==> src/rtl/ahb_cmd2mst.sv <==
// AHB-Lite initiator: converts a valid/ready command stream into pipelined SINGLE transfers
// and returns read data / error status in command order through a response FIFO.
module ahb_cmd2mst #(
  parameter int unsigned P_RSP_DEPTH = 3,
  parameter logic [3:0]  P_HPROT     = 4'b0011
) (
  input  logic        clk,
  input  logic        reset,
  // Command stream
  input  logic        cmd_valid,
  output logic        cmd_ready,
  input  logic [31:0] cmd_addr,
  input  logic        cmd_write,
  input  logic [2:0]  cmd_size,
  input  logic [31:0] cmd_wdata,
  // Response stream
  output logic        rsp_valid,
  input  logic        rsp_ready,
  output logic [31:0] rsp_rdata,
  output logic        rsp_err,
  // AHB-Lite master port
  output logic [31:0] ahb_mst_haddr,
  output logic        ahb_mst_hwrite,
  output logic [2:0]  ahb_mst_hsize,
  output logic [1:0]  ahb_mst_htrans,
  output logic [2:0]  ahb_mst_hburst,
  output logic [3:0]  ahb_mst_hprot,
  output logic        ahb_mst_hlock,
  output logic [31:0] ahb_mst_hwdata,
  input  logic [31:0] ahb_mst_hrdata,
  input  logic        ahb_mst_hready,
  input  logic [1:0]  ahb_mst_hresp
);

  localparam int unsigned PtrW = (P_RSP_DEPTH > 1) ? $clog2(P_RSP_DEPTH) : 1;
  localparam int unsigned CntW = $clog2(P_RSP_DEPTH + 1);
  localparam int unsigned SumW = CntW + 1;

  localparam logic [1:0] HtransIdle   = 2'b00;
  localparam logic [1:0] HtransNonseq = 2'b10;

  typedef struct packed {
    logic        err;
    logic [31:0] rdata;
  } rsp_t;

  // Address-phase slot
  logic        a_vld_q, a_vld_d;
  logic [31:0] a_addr_q;
  logic        a_write_q;
  logic [2:0]  a_size_q;
  logic [31:0] a_wdata_q;
  // Data-phase slot
  logic        d_vld_q, d_vld_d;
  logic        d_write_q;
  logic [31:0] hwdata_q;
  // Bus control
  logic [1:0]  htrans_q, htrans_d;
  logic        cancel_q, cancel_d;
  // Response FIFO
  rsp_t            rsp_mem_q [P_RSP_DEPTH];
  logic [PtrW-1:0] wr_ptr_q, wr_ptr_d;
  logic [PtrW-1:0] rd_ptr_q, rd_ptr_d;
  logic [CntW-1:0] rsp_cnt_q, rsp_cnt_d;

  logic            hready;
  logic            bus_err;
  logic [SumW-1:0] inflight;
  logic            credit;
  logic            advance;
  logic            cmd_fire;
  logic            a_to_d;
  logic            d_done;
  logic            rsp_pop;
  rsp_t            rsp_wr;

  function automatic logic [PtrW-1:0] ptr_inc(input logic [PtrW-1:0] p);
    if (p == PtrW'(P_RSP_DEPTH - 1)) begin
      return '0;
    end
    return p + PtrW'(1);
  endfunction

  assign hready  = ahb_mst_hready;
  assign bus_err = (ahb_mst_hresp != 2'b00);

  always_comb begin
    // Registered occupancy only; a pop this cycle frees a credit next cycle.
    inflight  = SumW'(a_vld_q) + SumW'(d_vld_q) + SumW'(rsp_cnt_q);
    credit    = (inflight < SumW'(P_RSP_DEPTH));
    advance   = hready & ~cancel_q;
    // A waited data phase freezes intake even when A is empty.
    cmd_ready = (~a_vld_q | advance) & (hready | ~d_vld_q) & credit;
    cmd_fire  = cmd_valid & cmd_ready;
    a_to_d    = a_vld_q & advance;
    d_done    = d_vld_q & hready;
    rsp_pop   = rsp_valid & rsp_ready;
  end

  always_comb begin
    a_vld_d = cmd_fire | (a_vld_q & ~a_to_d);
    d_vld_d = a_to_d | (d_vld_q & ~d_done);

    // First ERROR cycle raises cancel; the completing ERROR cycle drops it.
    cancel_d = cancel_q;
    if (cancel_q) begin
      cancel_d = ~hready;
    end else if (d_vld_q && !hready && bus_err) begin
      cancel_d = 1'b1;
    end

    htrans_d = (a_vld_d && !cancel_d) ? HtransNonseq : HtransIdle;
  end

  always_comb begin
    rsp_wr.err   = bus_err;
    rsp_wr.rdata = (bus_err || d_write_q) ? 32'h0 : ahb_mst_hrdata;

    wr_ptr_d  = d_done ? ptr_inc(wr_ptr_q) : wr_ptr_q;
    rd_ptr_d  = rsp_pop ? ptr_inc(rd_ptr_q) : rd_ptr_q;
    rsp_cnt_d = rsp_cnt_q + CntW'(d_done) - CntW'(rsp_pop);
  end

  always_ff @(posedge clk or posedge reset) begin
    if (reset) begin
      a_vld_q   <= 1'b0;
      a_addr_q  <= '0;
      a_write_q <= 1'b0;
      a_size_q  <= '0;
      a_wdata_q <= '0;
      d_vld_q   <= 1'b0;
      d_write_q <= 1'b0;
      hwdata_q  <= '0;
      htrans_q  <= HtransIdle;
      cancel_q  <= 1'b0;
    end else begin
      a_vld_q  <= a_vld_d;
      d_vld_q  <= d_vld_d;
      htrans_q <= htrans_d;
      cancel_q <= cancel_d;
      if (cmd_fire) begin
        a_addr_q  <= cmd_addr;
        a_write_q <= cmd_write;
        a_size_q  <= cmd_size;
        a_wdata_q <= cmd_wdata;
      end
      if (a_to_d) begin
        d_write_q <= a_write_q;
        // hwdata only changes when a new write enters the data phase.
        if (a_write_q) begin
          hwdata_q <= a_wdata_q;
        end
      end
    end
  end

  always_ff @(posedge clk or posedge reset) begin
    if (reset) begin
      for (int i = 0; i < int'(P_RSP_DEPTH); i++) begin
        rsp_mem_q[i] <= '0;
      end
      wr_ptr_q  <= '0;
      rd_ptr_q  <= '0;
      rsp_cnt_q <= '0;
    end else begin
      if (d_done) begin
        rsp_mem_q[wr_ptr_q] <= rsp_wr;
      end
      wr_ptr_q  <= wr_ptr_d;
      rd_ptr_q  <= rd_ptr_d;
      rsp_cnt_q <= rsp_cnt_d;
    end
  end

  assign rsp_valid = (rsp_cnt_q != '0);
  assign rsp_rdata = rsp_mem_q[rd_ptr_q].rdata;
  assign rsp_err   = rsp_mem_q[rd_ptr_q].err;

  assign ahb_mst_haddr  = a_addr_q;
  assign ahb_mst_hwrite = a_write_q;
  assign ahb_mst_hsize  = a_size_q;
  assign ahb_mst_htrans = htrans_q;
  assign ahb_mst_hburst = 3'b000;
  assign ahb_mst_hprot  = P_HPROT;
  assign ahb_mst_hlock  = 1'b0;
  assign ahb_mst_hwdata = hwdata_q;

endmodule

==> config.mk <==
export PLATFORM = sky130hd
export DESIGN_NAME = ahb_cmd2mst
export DESIGN_NICKNAME = d
export VERILOG_FILES = /design/src/rtl/ahb_cmd2mst.sv
export SDC_FILE = /design/constraint.sdc
export NUM_CORES = 1
export LEC_CHECK = 0
export BUFFER_PORTS_ARGS = -buffer_cell sky130_fd_sc_hd__buf_4
export CAP_MARGIN = 20
export CORE_MARGIN = 2
export CORE_UTILIZATION = 57
export DETAILED_ROUTE_END_ITERATION = 10
export HOLD_SLACK_MARGIN = 0.1
export PLACE_DENSITY = 0.85
export SYNTH_ARGS = -nofsm -noshare
export SYNTH_HDL_FRONTEND = slang
export SYNTH_SLANG_ARGS = --single-unit
==> constraint.sdc <==
create_clock -name clk -period 21.3 [get_ports clk]
set_input_delay 4.26 -clock clk [delete_from_list [all_inputs] [get_ports clk]]
set_output_delay 4.26 -clock clk [all_outputs]
set_load 0.01 [all_outputs]
Yosys cells after proc, flatten, opt, wreduce, memory -nomap -nowiden
Cells that the tools add are included.
{ "word_totals": {"reg_bits": 211, "wordCells": 78, "out_inout_bits": 113, "inputBits": 107} }
{ "op_classes": {"n_lt_le_gt_ge": 4, "addsub": 6, "n_mux": 16, "eq_ne": 2, "n_reduce_logical": 10, "bitwise_logic": 21} }
{ "op_table": {"columns": ["op", "n"], "rows": [
  ["99-bit bitwise mux", 1],
  ["33-bit 2-to-1 mux", 3],
  ["33-bit binary-select mux with 2-bit select", 1],
  ["33-bit demux with 2-bit select", 1],
  ["32-bit 2-to-1 mux", 1],
  ["2-bit 2-to-1 mux", 5],
  ["1-bit AND", 9],
  ["3-bit >= comparator, second input constant", 2],
  ["1-bit NOT", 6],
  ["2-bit NOT with 3-bit output", 2],
  ["2-bit by 1-bit adder with 2-bit output, second input constant", 2],
  ["2-bit equality test, second input constant", 2],
  ["1-bit logical AND", 4],
  ["1-bit 2-to-1 mux", 4],
  ["1-bit OR", 4],
  ["2-bit nonzero test", 2],
  ["2-bit by 2-bit adder with 3-bit output", 1],
  ["3-bit by 1-bit < comparator with 1-bit output, second input constant", 1],
  ["3-bit by 2-bit < comparator with 1-bit output, second input constant", 1],
  ["1-bit by 1-bit adder with 2-bit output", 1],
  ["2-bit by 1-bit adder with 2-bit output", 1],
  ["1-bit zero test", 2],
  ["2-bit AND reduction", 1],
  ["2-bit by 1-bit subtractor with 2-bit output", 1],
  ["1-bit logical OR", 1]
]} }

Longest topological paths before layout
{ "depth": {"depth_word": 9, "mapped_depth": 7, "mapped_depth_nobuf": 7} }

Least setup slack after synthesis
OpenSTA, ideal clock, no wires.
{ "synth_timing": {"kind": "input-to-output", "start": "input ahb_mst_hready", "end": "output cmd_ready", "cell_stages": 3, "arrival_ps": 5232, "setup_slack_ps": 11808, "path_buffers": 1, "required_ps": 17040, "cell_sequence": "buf_2 > nand2b_2 > a2111oi_0"} }
{ "synth_via": {"elab_chain_len": 4, "word_cells_on_any_way": 5, "classes_between": "bitwise (5)"} }
{ "synth_rtl": {"columns": ["item", "line", "text"], "rows": [
  ["from (decl)", "31", "input logic ahb_mst_hready,"],
  ["1-bit AND", "91", "advance = hready & ~cancel_q;"],
  ["1-bit OR", "93", "cmd_ready = (~a_vld_q | advance) & (hready | ~d_vld_q) & credit;"],
  ["1-bit AND (*) (2 in series)", "93", null],
  ["to (decl)", "11", "output logic cmd_ready,"]
]} }
Every way passes the cells marked *; elsewhere a longest branch is shown, timed or not.

Worst setup path after layout
Ends and elaborated chain as after synthesis.

==> flow_metrics.env <==
export IMPL_dp_cells=1098
export IMPL_ir_drop_uv=118
export IMPL_crit_path_end="cmd_ready"
export IMPL_layout_drive_gt1_share=0.358
export IMPL_status="complete, no violations"
export IMPL_p_int_mw=1.14
export IMPL_seq_area_frac_synth=0.613
export IMPL_coreArea_um2=14600
export IMPL_antenna_found_initial=0
export IMPL_start_util=0.586
export IMPL_via_count=6051
export IMPL_worstSetupEndpointType="output pin"
export IMPL_synth_distinct_cells=32
export IMPL_cp_start_kind="input port"
export IMPL_cts_htree_levels=1
export IMPL_fin_tns_setup_ps=0
export IMPL_asyncSetResetFlopFracSynth=1.00
export IMPL_worstReg2RegStart="d_vld_q"
export IMPL_cts_hold_buf=0
export IMPL_fin_util=0.749
export IMPL_cp_depth=4
export IMPL_rows=44
export IMPL_maxSlewViolCount=0
export IMPL_diodes=0
export IMPL_path_clk_slew_ps=60
export IMPL_ys_flop_type="dfrtp_1"
export IMPL_drt_iter0_drc=337
export IMPL_p_switching_mw=0.548
export IMPL_clk_latency_ps=480
export IMPL_p_seq_frac=0.407
export IMPL_critPathArrivalTime_ps=5180
export IMPL_cap_violations=0
export IMPL_netlist_area_um2=8580
export IMPL_vias_per_cell=5.33
export IMPL_grt_first_pass_wirelength_um=31900
export IMPL_routed_wl_um=19700
export IMPL_place_congestion=0.776
export IMPL_io_pins=220
export IMPL_fin_cells=1135
export IMPL_worst_path_buf_inv=2
export IMPL_area_delta_synth_final_pct=27.8
export IMPL_ys_warn_count=0
export IMPL_synthCells=743
export IMPL_cp_common_cell="buf_4"
export IMPL_finalHoldViolations=0
export IMPL_post_place_ws_ps=11840
export IMPL_first_pass_iters=4
export IMPL_avgSynthCellArea_um2=11.5
export IMPL_crit_family="compound AO/OA/AOI/OAI gates"
export IMPL_worst_slack_ps=11860
export IMPL_power_density_nw_per_um2=154
export IMPL_synth_edf_count=0
export IMPL_synth_top_area_frac=0.613
export IMPL_io_buffer_count=210
export IMPL_die_area_um2=16000
export IMPL_grt_start_max_net_pins=135
export IMPL_slowest_stage="a2111oi_0"
export IMPL_yosys_top_cells_count="dfrtp_1, nand2_1, o21ai_0"
export IMPL_fmax_ghz=0.106
export IMPL_avgRoutedWirePerCell_um=17.4
export IMPL_required_ps=17040
export IMPL_ctsResizeCount=0
export IMPL_grt_pass1_vias=6356
export IMPL_dieWidth_um=127
export IMPL_period_share=0.443
export IMPL_clockBufferDepth=3
export IMPL_combPwrFrac=0.370
export IMPL_fin_crit_ps=9440
export IMPL_ys_top_cells_by_area="dfrtp_1, mux2_2, o21ai_0"
export IMPL_clock_sinks=210
export IMPL_min_path_type="reg2reg"
export IMPL_yosysMostFrequentCell="dfrtp_1"
export IMPL_cp_max_fo=10
export IMPL_fin_skew_ps=6.77
export IMPL_max_slew_margin=0.371
export IMPL_cp_cell_sequence="buf_4, nand2b_2, a2111oi_0, buf_4"
export IMPL_slowest_delay_ps=460
export IMPL_r2r_slack_ps=18270
export IMPL_grt_total_usage=0.249
export IMPL_die_y_um=127
export IMPL_overflow=0
export IMPL_p_leak_nw=5.16
export IMPL_final_nets=1048
export IMPL_place_area_um2=10300
export IMPL_drc=0
export IMPL_synth_ff_latch_count=210
export IMPL_drtAntennaViolNets=0
export IMPL_crit_type="in2out"
export IMPL_yosys_area_top_type="dfrtp_1"
export IMPL_sw_frac_of_total=0.325
export IMPL_clockPowerShare=0.223
export IMPL_clk_root_buffer_cell="clkbuf_16"
export IMPL_cp_startpoint="ahb_mst_hready"
export IMPL_fin_area_um2=11000
export IMPL_setup_violations=0
export IMPL_cts_tree="built"
export IMPL_cts_made_buffers=21
export IMPL_rr_endpoint="a_wdata_q[21]"
export IMPL_tightest_slew_ps=944
export IMPL_post_cts_buffers=0
export IMPL_hpwl_um=12900
export IMPL_rsz0062_at_grt="false"
export IMPL_reg2regPathDepth=6
flip-flops by register name, indices dropped and copies added, names as in the netlist:
register	flops
d_vld_q	1
d_write_q	1
a_vld_q	1
ahb_mst_hwrite	1
ahb_mst_haddr	32
ahb_mst_htrans	1
rsp_cnt_q	2
ahb_mst_hsize	3
cancel_q	1
rd_ptr_q	2
ahb_mst_hwdata	32
a_wdata_q	32
rsp_mem_q	99
wr_ptr_q	2
through the flow:
stage	power [mW]	hold slack, ps
after CTS	1.70	483
after detailed placement	1.32	469
after global routing	1.79	500
after global placement	1.28	460
final	1.68	477
after floorplan	1.05	447
power groups by stage:
stage          registers, mW  logic, mW  clock network [mW]
2_1_floorplan          0.697      0.351                   0
3_3_place_gp           0.677      0.605                   0
3_5_place_dp           0.689      0.626                   0
4_1_cts                0.687      0.631               0.382
5_1_grt                0.709      0.683               0.400
6_report               0.686      0.622               0.375
cells by family (layout without fill, tap and decap cells):
kind of cell | count (synthesis) | after routing | share of synthesized area
multiplexers | 133 | 133 | 0.170
other | 2 | 9 | 0.000876
AND/OR/NAND/NOR | 190 | 190 | 0.0886
flip-flops | 210 | 210 | 0.613
adder cells (fa/ha/maj) | 4 | 4 | 0.00671
XOR/XNOR | 2 | 2 | 0.00204
buffers and inverters | 61 | 262 | 0.0337
AO/OA/AOI/OAI | 141 | 141 | 0.0856
worst reg2reg max path, stage by stage (launching register included):
cell       delay, ps
dfrtp_1          490
fa_1             440
ha_1             270
and2_1           200
a2111oi_4        330
buf_4            730
mux2_2           460
area by class of cell:
cell class	instances	area (um^2)
Sequential cell	210	5260
Fill cell	961	3680
Multi-Input combinational cell	479	3080
Timing Repair Buffer	220	1660
Clock buffer	33	641
Tap cell	184	230
Clock inverter	4	70.1
Inverter	5	26.3
how the worst min path moves through the flow:
stage / startpoint / end / slack [ps] / cells after the start
floorplan: d_write_q / d_write_q / 450 / 2
global placement: rsp_mem_q[61] / rsp_mem_q[61] / 460 / 2
detailed placement: rsp_mem_q[93] / rsp_mem_q[93] / 470 / 2
CTS: rsp_mem_q[65] / rsp_mem_q[65] / 480 / 2
global route: rsp_mem_q[97] / rsp_mem_q[97] / 500 / 2
finish: rsp_mem_q[51] / rsp_mem_q[51] / 480 / 2
cells in the final DEF (no fill, tap or decap), types with 2 or more instances in the layout:
cell type,instances
nand2_1,175
clkinv_2,2
mux2_1,20
a21oi_1,2
mux2_2,80
ha_1,3
clkbuf_1,5
clkbuf_16,21
xnor2_1,2
o21ai_0,136
mux2i_1,33
bufinv_16,2
clkbuf_8,7
inv_1,4
buf_4,219
nand4b_1,2
dfrtp_1,209
conb_1,9
routing by layer:
metal  part of all wire  track usage  wire length, um  vias to the layer above
met5                  0            0                0                        -
li1                   -            -                -                     2880
met4              0.025       0.0711              488                        0
met3              0.096       0.0936             1890                       36
met2               0.49        0.413             9720                      210
met1               0.39        0.310             7610                     2925
Power figures use the tool's default switching activity.
